$ cat src/rtl/ctrl_pkg.sv
// Shared encodings for the multicycle controller and the ALU decoder that sits beside it:
// state enum, opcodes, datapath mux selects and ALU operation classes.
package ctrl_pkg;

    typedef enum logic [3:0] {
        FETCH    = 4'd0,
        DECODE   = 4'd1,
        MEMADR   = 4'd2,
        MEMREAD  = 4'd3,
        MEMWB    = 4'd4,
        MEMWRITE = 4'd5,
        EXECR    = 4'd6,
        EXECI    = 4'd7,
        ALUWB    = 4'd8,
        BEQ      = 4'd9,
        JAL      = 4'd10
    } state_t;

    localparam logic [6:0] OP_LW    = 7'b0000011;
    localparam logic [6:0] OP_SW    = 7'b0100011;
    localparam logic [6:0] OP_RTYPE = 7'b0110011;
    localparam logic [6:0] OP_ITYPE = 7'b0010011;
    localparam logic [6:0] OP_BEQ   = 7'b1100011;
    localparam logic [6:0] OP_JAL   = 7'b1101111;

    localparam logic [1:0] RES_ALUOUT    = 2'b00;
    localparam logic [1:0] RES_DATA      = 2'b01;
    localparam logic [1:0] RES_ALURESULT = 2'b10;

    localparam logic [1:0] SRCA_PC    = 2'b00;
    localparam logic [1:0] SRCA_OLDPC = 2'b01;
    localparam logic [1:0] SRCA_RS1   = 2'b10;

    localparam logic [1:0] SRCB_RS2  = 2'b00;
    localparam logic [1:0] SRCB_IMM  = 2'b01;
    localparam logic [1:0] SRCB_FOUR = 2'b10;

    localparam logic [1:0] ALUOP_ADD   = 2'b00;
    localparam logic [1:0] ALUOP_SUB   = 2'b01;
    localparam logic [1:0] ALUOP_FUNCT = 2'b10;

    // Unsupported opcodes map to FETCH so DECODE simply abandons the instruction.
    function automatic state_t decode_target(input logic [6:0] op);
        case (op)
            OP_LW, OP_SW: decode_target = MEMADR;
            OP_RTYPE:     decode_target = EXECR;
            OP_ITYPE:     decode_target = EXECI;
            OP_BEQ:       decode_target = BEQ;
            OP_JAL:       decode_target = JAL;
            default:      decode_target = FETCH;
        endcase
    endfunction

    function automatic logic op_supported(input logic [6:0] op);
        op_supported = (op == OP_LW)    || (op == OP_SW)    || (op == OP_RTYPE) ||
                       (op == OP_ITYPE) || (op == OP_BEQ)   || (op == OP_JAL);
    endfunction

endpackage

$ cat src/rtl/main_fsm_if.sv
// Controller <-> datapath bundle: instruction/status inputs and the control word.
// master is the controller side, slave is the datapath side.
interface main_fsm_if;
    logic [6:0] op;
    logic       zero;
    logic       mem_ready;
    logic       pc_write;
    logic       adr_src;
    logic       mem_write;
    logic       ir_write;
    logic [1:0] result_src;
    logic [1:0] alu_src_a;
    logic [1:0] alu_src_b;
    logic [1:0] alu_op;
    logic       reg_write;
    logic       illegal;

    modport master (
        input  op, zero, mem_ready,
        output pc_write, adr_src, mem_write, ir_write, result_src,
               alu_src_a, alu_src_b, alu_op, reg_write, illegal
    );

    modport slave (
        output op, zero, mem_ready,
        input  pc_write, adr_src, mem_write, ir_write, result_src,
               alu_src_a, alu_src_b, alu_op, reg_write, illegal
    );
endinterface

$ cat src/rtl/main_fsm.sv
// Multicycle RISC-V style control FSM: one state register, one next-state block, one output block.
//
// state    | meaning
// FETCH    | read instruction at PC, PC += 4 and load IR when memory is ready
// DECODE   | read registers, precompute branch target OldPC + imm, dispatch on op
// MEMADR   | compute load/store address rs1 + imm
// MEMREAD  | read data memory at ALUOut, wait for mem_ready
// MEMWB    | write loaded data to the register file
// MEMWRITE | write data memory at ALUOut, wait for mem_ready
// EXECR    | R-type ALU operation rs1 op rs2
// EXECI    | I-type ALU operation rs1 op imm
// ALUWB    | write ALUOut to the register file
// BEQ      | compare rs1 - rs2, take precomputed target when zero
// JAL      | PC <= target, compute return address OldPC + 4
module main_fsm
    import ctrl_pkg::*;
(
    input  logic       clk,
    input  logic       rst_n,
    main_fsm_if.master bus
);

    state_t     r_state;
    state_t     w_next_state;

    logic       w_pc_update;
    logic       w_branch;
    logic       w_adr_src;
    logic       w_mem_write;
    logic       w_ir_write;
    logic [1:0] w_result_src;
    logic [1:0] w_alu_src_a;
    logic [1:0] w_alu_src_b;
    logic [1:0] w_alu_op;
    logic       w_reg_write;
    logic       w_illegal;

    always_ff @(posedge clk) begin
        if (!rst_n) begin
            r_state <= FETCH;
        end else begin
            r_state <= w_next_state;
        end
    end

    always_comb begin
        w_next_state = FETCH;
        case (r_state)
            FETCH:    w_next_state = bus.mem_ready ? DECODE : FETCH;
            DECODE:   w_next_state = decode_target(bus.op);
            MEMADR:   w_next_state = (bus.op == OP_LW) ? MEMREAD : MEMWRITE;
            MEMREAD:  w_next_state = bus.mem_ready ? MEMWB : MEMREAD;
            MEMWB:    w_next_state = FETCH;
            MEMWRITE: w_next_state = bus.mem_ready ? FETCH : MEMWRITE;
            EXECR:    w_next_state = ALUWB;
            EXECI:    w_next_state = ALUWB;
            ALUWB:    w_next_state = FETCH;
            BEQ:      w_next_state = FETCH;
            JAL:      w_next_state = ALUWB;
            default:  w_next_state = FETCH;
        endcase
    end

    always_comb begin
        w_pc_update  = 1'b0;
        w_branch     = 1'b0;
        w_adr_src    = 1'b0;
        w_mem_write  = 1'b0;
        w_ir_write   = 1'b0;
        w_result_src = RES_ALUOUT;
        w_alu_src_a  = SRCA_PC;
        w_alu_src_b  = SRCB_RS2;
        w_alu_op     = ALUOP_ADD;
        w_reg_write  = 1'b0;
        w_illegal    = 1'b0;
        case (r_state)
            FETCH: begin
                w_alu_src_b  = SRCB_FOUR;
                w_result_src = RES_ALURESULT;
                w_ir_write   = bus.mem_ready;
                w_pc_update  = bus.mem_ready;
            end
            DECODE: begin
                w_alu_src_a = SRCA_OLDPC;
                w_alu_src_b = SRCB_IMM;
                w_illegal   = !op_supported(bus.op);
            end
            MEMADR: begin
                w_alu_src_a = SRCA_RS1;
                w_alu_src_b = SRCB_IMM;
            end
            MEMREAD: begin
                w_adr_src = 1'b1;
            end
            MEMWB: begin
                w_result_src = RES_DATA;
                w_reg_write  = 1'b1;
            end
            MEMWRITE: begin
                w_adr_src   = 1'b1;
                w_mem_write = 1'b1;
            end
            EXECR: begin
                w_alu_src_a = SRCA_RS1;
                w_alu_src_b = SRCB_RS2;
                w_alu_op    = ALUOP_FUNCT;
            end
            EXECI: begin
                w_alu_src_a = SRCA_RS1;
                w_alu_src_b = SRCB_IMM;
                w_alu_op    = ALUOP_FUNCT;
            end
            ALUWB: begin
                w_reg_write = 1'b1;
            end
            BEQ: begin
                w_alu_src_a = SRCA_RS1;
                w_alu_src_b = SRCB_RS2;
                w_alu_op    = ALUOP_SUB;
                w_branch    = 1'b1;
            end
            JAL: begin
                w_alu_src_a = SRCA_OLDPC;
                w_alu_src_b = SRCB_FOUR;
                w_pc_update = 1'b1;
            end
            default: ;
        endcase
    end

    // Enables are forced low while reset is held so a reset landing mid-store cannot write memory.
    assign bus.pc_write   = rst_n & (w_pc_update | (w_branch & bus.zero));
    assign bus.ir_write   = rst_n & w_ir_write;
    assign bus.mem_write  = rst_n & w_mem_write;
    assign bus.reg_write  = rst_n & w_reg_write;
    assign bus.illegal    = rst_n & w_illegal;
    assign bus.adr_src    = w_adr_src;
    assign bus.result_src = w_result_src;
    assign bus.alu_src_a  = w_alu_src_a;
    assign bus.alu_src_b  = w_alu_src_b;
    assign bus.alu_op     = w_alu_op;

endmodule

$ cat src/flat_wrapper.sv
// flat-port wrapper written by rule: the top's interface ports become plain ports
module main_fsm_flat import ctrl_pkg::*;
  (clk, rst_n, bus_op, bus_zero, bus_mem_ready, bus_pc_write, bus_adr_src, bus_mem_write, bus_ir_write, bus_result_src, bus_alu_src_a, bus_alu_src_b, bus_alu_op, bus_reg_write, bus_illegal);
  main_fsm_if bus_i ();
  input  logic clk;
  input  logic rst_n;
  input wire logic [$bits(bus_i.op)-1:0] bus_op;
  input wire logic [$bits(bus_i.zero)-1:0] bus_zero;
  input wire logic [$bits(bus_i.mem_ready)-1:0] bus_mem_ready;
  output wire logic [$bits(bus_i.pc_write)-1:0] bus_pc_write;
  output wire logic [$bits(bus_i.adr_src)-1:0] bus_adr_src;
  output wire logic [$bits(bus_i.mem_write)-1:0] bus_mem_write;
  output wire logic [$bits(bus_i.ir_write)-1:0] bus_ir_write;
  output wire logic [$bits(bus_i.result_src)-1:0] bus_result_src;
  output wire logic [$bits(bus_i.alu_src_a)-1:0] bus_alu_src_a;
  output wire logic [$bits(bus_i.alu_src_b)-1:0] bus_alu_src_b;
  output wire logic [$bits(bus_i.alu_op)-1:0] bus_alu_op;
  output wire logic [$bits(bus_i.reg_write)-1:0] bus_reg_write;
  output wire logic [$bits(bus_i.illegal)-1:0] bus_illegal;
  assign bus_i.op = bus_op;
  assign bus_i.zero = bus_zero;
  assign bus_i.mem_ready = bus_mem_ready;
  assign bus_pc_write = bus_i.pc_write;
  assign bus_adr_src = bus_i.adr_src;
  assign bus_mem_write = bus_i.mem_write;
  assign bus_ir_write = bus_i.ir_write;
  assign bus_result_src = bus_i.result_src;
  assign bus_alu_src_a = bus_i.alu_src_a;
  assign bus_alu_src_b = bus_i.alu_src_b;
  assign bus_alu_op = bus_i.alu_op;
  assign bus_reg_write = bus_i.reg_write;
  assign bus_illegal = bus_i.illegal;
  main_fsm u_core (.clk(clk), .rst_n(rst_n), .bus(bus_i));
endmodule
$ cat config.mk
export PLATFORM = sky130hd
export DESIGN_NAME = main_fsm_flat
export DESIGN_NICKNAME = d
export VERILOG_FILES = /design/src/rtl/ctrl_pkg.sv /design/src/rtl/main_fsm_if.sv /design/src/rtl/main_fsm.sv /design/src/flat_wrapper.sv
export SDC_FILE = /design/constraint.sdc
export NUM_CORES = 1
export LEC_CHECK = 0
export BUFFER_PORTS_ARGS = -buffer_cell sky130_fd_sc_hd__buf_2
export CELL_PAD_IN_SITES_DETAIL_PLACEMENT = 1
export CELL_PAD_IN_SITES_GLOBAL_PLACEMENT = 1
export CORE_MARGIN = 8
export CORE_UTILIZATION = 30
export CTS_CLUSTER_SIZE = 8
export DETAILED_ROUTE_END_ITERATION = 16
export GPL_TIMING_DRIVEN = 0
export PLACE_DENSITY_LB_ADDON = 0.1
export REMOVE_ABC_BUFFERS = 1
export SYNTH_ARGS = -nofsm -noshare
export SYNTH_HDL_FRONTEND = slang
export SYNTH_SLANG_ARGS = --single-unit
$ cat constraint.sdc
create_clock -name clk -period 2.6 [get_ports clk]
set_clock_uncertainty 0.2 [all_clocks]
set_input_delay 0.52 -clock clk [delete_from_list [all_inputs] [get_ports clk]]
set_output_delay 0.52 -clock clk [all_outputs]
set_load 0.02 [all_outputs]
Word level (Yosys, flattened, before mapping) --
Cells that the tools add are included.
Word-level totals: flip-flop bits (word level) 4, logic and storage cells 57, output and inout port bits 14, input port bits 11
Cells by class: eq/ne operators 16, multiplexer cells 17, bitwise operators 7, reduce and logical (&&, ||, !) cells 16
Operators with widths (number):
- $pmux W4 S6 | 1
- $pmux W4 S5 | 1
- $eq A4 B3 Y1 const B | 4
- $pmux W2 S2 | 4
- $eq A7 B6 Y1 const B | 2
- $eq A7 B7 Y1 const B | 2
- $eq A4 B4 Y1 const B | 3
- $reduce_or A2 Y1 | 6
- $mux W3 | 3
- $eq A4 B2 Y1 const B | 2
- $eq A7 B2 Y1 const B | 1
- $eq A7 B5 Y1 const B | 1
- $mux W1 | 7
- $and A1 B1 Y1 | 6
- $reduce_or A3 Y1 | 2
- $logic_or A1 B1 Y1 | 5
- $eq A4 B1 Y1 const B | 1
- $logic_not A4 Y1 | 1
- $reduce_or A4 Y1 | 1
- $pmux W1 S2 | 1
- $logic_not A1 Y1 | 1
- $or A1 B1 Y1 | 1

Logic depth before layout (Yosys ltp) --
Gate-level depths: netlist of the first run.
depth in word-level cells 9, depth in mapped cells 5, gate-level depth less buffers 3

Worst setup path before layout of the first run --
OpenSTA, ideal clock, no wires.
kind register -> output, start point reg u_core.r_state[0], end point out bus_illegal, path buffers 1, data required time 1.880 ns, arrival time 1.601 ns, stages on the path, launching flop included 4, path slack 0.279 ns, path through dfxtp_1 -> clkbuf_1 -> nand3b_1 -> nor4_1
On the way: word-level cells in the longest chain between the ends 3
Ends and longest elaborated chain:
- from (decl) | RTL line main_fsm.sv:23 | state_t r_state;
- from (signal assigned) | RTL line main_fsm.sv:42 | r_state <= w_next_state;
- $eq A4 B1 Y1 | RTL line main_fsm.sv:76 | case (r_state)
- $mux W1 | RTL line main_fsm.sv:76
- $and A1 B1 Y1 | RTL line main_fsm.sv:136 | assign bus.illegal = rst_n & w_illegal;
- to (decl) | RTL line flat_wrapper.sv:19 | output wire logic [$bits(bus_i.illegal)-1:0] bus_illegal;
No other way between the ends.

Worst setup path after layout of the first run --
start point reg u_core.r_state[3], end point out bus_pc_write
On the way: word-level cells in the longest chain between the ends 5, elaborated cells on any way between the ends 8, classes of those cells 2 x eq/ne; 2 x mux; 3 x bitwise; 1 x reduce/logical
Ends and longest elaborated chain:
- $eq A4 B4 Y1 | RTL line main_fsm.sv:76
- $mux W1 | RTL line main_fsm.sv:76
- $and A1 B1 Y1 | RTL line main_fsm.sv:132 | assign bus.pc_write = rst_n & (w_pc_update | (w_branch & bus.zero));
- $or A1 B1 Y1 (*) | RTL line main_fsm.sv:132
- $and A1 B1 Y1 (*) | RTL line main_fsm.sv:132
- to (decl) | RTL line flat_wrapper.sv:10 | output wire logic [$bits(bus_i.pc_write)-1:0] bus_pc_write;
Every way passes the cells marked *; elsewhere a longest branch is shown, timed or not.

==> flow_summary.yaml, run 1 <==
outcome:
  status: "finished, final reports clean"
pwr:
  peakVddDrop_mv: 0.200
  power_density_nw_per_um2: 300
  p_leak_nw: 0.303
clock_tree:
  htree_levels: 1
  clock_latency_ps: 240
  post-cts-setup-buffer-count: 0
  path_clk_slew_ps: 40
  cts_max_path_buffers: 2
  cts_sinks: 4
  cts_root_buffer: "clkbuf_4"
  cts_buffers: 3
  cts_tree: "done"
critical_path:
  cp_max_fo: 19
  path_class: "reg -> out"
  worst-endpoint-arrival_ps: 1740
  crit_path_start_kind: "flop"
  endpoint_kind: "output pin"
  cp_slowest_cell: "or3b_2"
  worstPathRequired_ps: 1880
  path_delay_family: "simple AND/OR/NAND/NOR gates"
  worst-path-buf-inv: 1
  crit_chain: "or3b_2, a21o_1, a21oi_1, buf_2"
  critPathMaxStageDelay_ps: 520
timing:
  slew_headroom_pct: 58.1
  slew_viol_final: 0
  hold_viol_final: 0
  finalSetupViolations: 0
  worstMarginPinSlew_ps: 627
  setup-tns-final_ps: 0
  rsz0062_at_grt: "no"
  max_freq_mhz: 407
  layout_min_cycle_time_ps: 2460
  worst_hold_slack_ps: 355
  timing.final.crit_share_pct: 94.5
logic_synthesis:
  netlist_instances: 77
  synth_seq_cells: 4
  ys_async_sr_fraction_pct: 0
  synth_flop_cell: "dfxtp_1"
  ys_seq_area_share_pct: 15.0
  ys_warn_count: 0
  syn-cell-area_um2: 536
  synth-edff-count: 0
  synth.avg_cell_area_um2: 6.95
  synth_cell_types: 36
drt:
  drc: 0
  wire_per_inst_um: 14.2
  wirelength_um: 1750
  vias_per_cell: 5.30
  drt_iter0_drc: 3
  dr_total_vias: 652
  ant_nets: 0
  first_pass_iters: 3
floorplanning:
  fp-row-count: 15
  io_pins: 25
  start_util_pct: 31.4
  fp.dieW_um: 58.3
  core-area_um2: 1710
  die-area_um2: 3390
  die_h_um: 58.3
layout:
  utilization_pct: 39.9
  regMostFlops: "u_core.r_state"
  postLayoutCellArea_um2: 681
  layout_commonest_cell: "buf_2"
  layout_common_cells: "24 x buf_2, 7 x nor2_1, 5 x a21oi_1, 5 x nor3_1, 5 x nand2_1"
  largest_registers: "u_core.r_state x4"
  drive_above_1_share_pct: 31.6
  diodes: 0
  num-nets-final: 111
  syn2layout_area_growth_pct: 27.1
  largest_reg_flops: 4
placement:
  io_buffers: 24
  dp_hpwl_um: 1340
  placed_area_um2: 657
  gp_congestion: 0.746
grt:
  grt_pass1_wl_um: 3070
  grt-ovfl-total: 0
  grt_max_degree: 21
  antenna_found_initial: 0
  grt_usage_pct: 11.5
  grt_pass1_vias: 659
run:
  maxCapViolCount: 0
hold_path:
  hp-class: "in -> reg"
## cell usage after synthesis, drive strengths merged, types with 3 or more instances
library cell  n  share of area [%]
nand2         5                3.5
nor2          7                4.9
dfxtp         4                 15
a21oi         5                4.7
nor3          5                4.7
nand2b        3                3.5
nor3b         3                4.2
clkbuf        4                2.8
## final cells by class
cell class	count	area, um2
Timing Repair Buffer	24	120
Tap cell	25	31.3
Sequential cell	4	81.3
Multi-Input combinational cell	65	418
Inverter	2	7.51
Fill cell	235	1030
Clock buffer	3	22.5
## layer usage
metal / part of all wire (%) / global-route usage [%] / up-vias
met5: 0 / 0 / -
met4: 1.6 / 4.20 / 0
met3: 7.5 / 4.86 / 4
met2: 48 / 19.6 / 15
met1: 43 / 12.5 / 302
li1: - / - / 331
## per-stage QoR
step | setup WS, ps | total power [W] | cells
floorplan | 383 | 0.000101 | 71
global placement | 272 | 0.000124 | 120
detailed placement | 265 | 0.000125 | 120
CTS | 73.7 | 0.000209 | 123
global route | 45.0 | 0.000216 | 123
finish | 142 | 0.000204 | 123
## cells by family after synthesis
| group | after synthesis | share of synthesized area [%] |
|---|---|---|
| flops | 4 | 15.0 |
| simple gates | 42 | 46.3 |
| compound gates | 19 | 25.2 |
| xor+xnor | 4 | 6.54 |
| buf+inv | 8 | 7.01 |
## final timing paths
kind	startpoint	to	slack, ps	depth (start not counted)
hold / removal	rst_n	u_core.r_state[0]$_SDFF_PN0_	350	2
hold reg to reg	u_core.r_state[1]$_SDFF_PN0_	u_core.r_state[2]$_SDFF_PN0_	540	2
setup / recovery	u_core.r_state[3]$_SDFF_PN0_	bus_pc_write	140	4
setup reg to reg	u_core.r_state[1]$_SDFF_PN0_	u_core.r_state[3]$_SDFF_PN0_	670	3
## worst reg2reg max path: stages, from the launching register on
cell      delay, ps
dfxtp_1         500
or4b_1          620
or4_1           410
a21boi_1        140
## power breakdown
part	total [W]	switching, W	internal [W]
registers	0.0000682	0.00000516	0.0000631
clock network	0.0000804	0.0000285	0.0000518
logic	0.0000556	0.0000312	0.0000243
## timing repair
item,CTS,global route
gates resized for setup,0,1
endpoints found under the setup margin,0,1
hold buffers,0,0
endpoints found under the hold margin,0,0
Note: power is estimated with default switching activity, not from simulation.
==> inputs of run 2 (changes only) <==
--- a/config.mk
+++ b/config.mk
@@ -10,6 +10,7 @@
 export CELL_PAD_IN_SITES_GLOBAL_PLACEMENT = 1
 export CORE_MARGIN = 8
 export CORE_UTILIZATION = 30
+export CTS_BUF_LIST = sky130_fd_sc_hd__clkbuf_4 sky130_fd_sc_hd__clkbuf_8 sky130_fd_sc_hd__clkbuf_16
 export CTS_CLUSTER_SIZE = 8
 export DETAILED_ROUTE_END_ITERATION = 16
 export GPL_TIMING_DRIVEN = 0
==> constraint.sdc (replaced) <==
create_clock -name clk -period 2.6 [get_ports clk]
set_clock_uncertainty 0.2 [all_clocks]
set_input_delay 0.13 -clock clk [delete_from_list [all_inputs] [get_ports clk]]
set_output_delay 0.13 -clock clk [all_outputs]
set_load 0.02 [all_outputs]
==> run 2 against run 1 <==
Cell count increased by 0.81%. Wire length grew 0.17%. Total power rose by 0.50%. Sequential share of layout area down 0.33 points. Clock power about the same. Maximum frequency grew 16%. Register-to-register slack got worse by 70 ps. Via count grew 0.92%. Count of clock-buffer cells in the layout unchanged. Critical endpoint is now bus_alu_src_a[0]. Largest cell class unchanged.
==> flow_summary.yaml, run 2 (synthesis results as in run 1) <==
drt:
  drc: 0
  ant_nets: 0
  dr_total_vias: 658
  drt_iter0_drc: 3
  first_pass_iters: 3
  vias_per_cell: 5.31
  wirelength_um: 1750
  wire_per_inst_um: 14.1
layout:
  largest_reg_flops: 4
  largest_registers: "u_core.r_state x4"
  num-nets-final: 112
  syn2layout_area_growth_pct: 28.7
  postLayoutCellArea_um2: 689
  n_fill_cell: 234
  layout_common_cells: "24 x buf_2, 7 x nor2_1, 5 x a21oi_1, 5 x nor3_1, 5 x nand2_1"
  regMostFlops: "u_core.r_state"
  drive_above_1_share_pct: 30.3
  diodes: 0
  layout_commonest_cell: "buf_2"
grt:
  grt_pass1_wl_um: 3080
  grt-ovfl-total: 0
  grt_usage_pct: 11.5
  antenna_found_initial: 0
  grt_max_degree: 21
  grt_pass1_vias: 667
floorplanning:
  die-area_um2: 3390
  core-area_um2: 1710
  fp-row-count: 15
  io_pins: 25
  fp.dieW_um: 58.3
  die_h_um: 58.3
  start_util_pct: 31.4
clock_tree:
  cts_root_buffer: "clkbuf_4"
  htree_levels: 1
  cts_buffers: 3
  path_clk_slew_ps: 40
  cts_sinks: 4
  cts_tree: "done"
  post-cts-setup-buffer-count: 0
  cts_max_path_buffers: 2
  clock_latency_ps: 240
placement:
  io_buffers: 24
  placed_area_um2: 657
  gp_congestion: 0.746
  dp_hpwl_um: 1340
critical_path:
  critPathMaxStageDelay_ps: 670
  endpoint_kind: "output pin"
  crit_path_start_kind: "flop"
  cp_max_fo: 18
  cp_slowest_cell: "dfxtp_1"
  worstPathRequired_ps: 2270
  crit_chain: "inv_1, or3_1, a21oi_1, buf_2"
  path_class: "reg -> out"
  worst-endpoint-arrival_ps: 1780
pwr:
  p_leak_nw: 0.306
  power_density_nw_per_um2: 298
  p_total_w: 0.000205
  peakVddDrop_mv: 0.196
timing:
  worstMarginPinSlew_ps: 636
  max_freq_mhz: 473
  worst_hold_slack_ps: 102
  setup-tns-final_ps: 0
  layout_min_cycle_time_ps: 2110
  slew_headroom_pct: 57.5
  slew_viol_final: 0
  finalSetupViolations: 0
  timing.final.crit_share_pct: 81.3
  hold_viol_final: 0
  rsz0062_at_grt: "no"
hold_path:
  hp-class: "in -> reg"
run:
  maxCapViolCount: 0
outcome:
  status: "finished, final reports clean"
-- run 2: what timing repair did --
action	4_1_cts	5_1_grt
hold buffers	1	0
gates resized for setup	0	0
hold endpoints to repair	2	0
-- run 2: path summary, 6_finish.rpt --
path	startpoint	endpoint	slack, ps	cells past startpoint
min	bus_op[0]	u_core.r_state[3]$_SDFF_PN0_	100	4
min reg2reg	u_core.r_state[1]$_SDFF_PN0_	u_core.r_state[2]$_SDFF_PN0_	550	2
max reg2reg	u_core.r_state[0]$_SDFF_PN0_	u_core.r_state[3]$_SDFF_PN0_	600	3
max	u_core.r_state[0]$_SDFF_PN0_	bus_alu_src_a[0]	490	4
-- run 2: metrics by stage --
step / worst slack [ps] / utilization (%) / instances
final: 487 / 40.4 / 124
after global routing: 339 / 40.4 / 124
after CTS: 464 / 40.4 / 124
after detailed placement: 595 / 38.5 / 120
after global placement: 591 / 38.5 / 120
after floorplan: 773 / - / 71
-- run 2: layer usage --
layer | GRT usage [%] | wire length, um
met1 | 12.2 | 753
met2 | 19.9 | 838
met3 | 4.86 | 128
met4 | 4.20 | 28
met5 | 0 | 0
-- run 2: cell type report --
type	count	area, um2	area share, %
clock buffer	3	22.5	3.27
timing repair buffer	25	130	18.9
inverter	2	7.51	1.09
sequential	4	80.1	11.6
tap	25	31.3	4.54
multi-input combinational	65	418	60.6
-- run 2: critical path, delay by kind of cell, from the launching register on --
kind,cells,cell delay (ps)
buffers and inverters,2,360
AO/OA/AOI/OAI,1,140
flip-flops,1,670
AND/OR/NAND/NOR,1,370
-- run 2: power breakdown --
part	internal, W	leakage [nW]	switching, W	total (W)
Combinational	0.0000253	0.260	0.0000314	0.0000568
Sequential	0.0000629	0.0325	0.00000518	0.0000680
Clock	0.0000518	0.0138	0.0000286	0.0000804
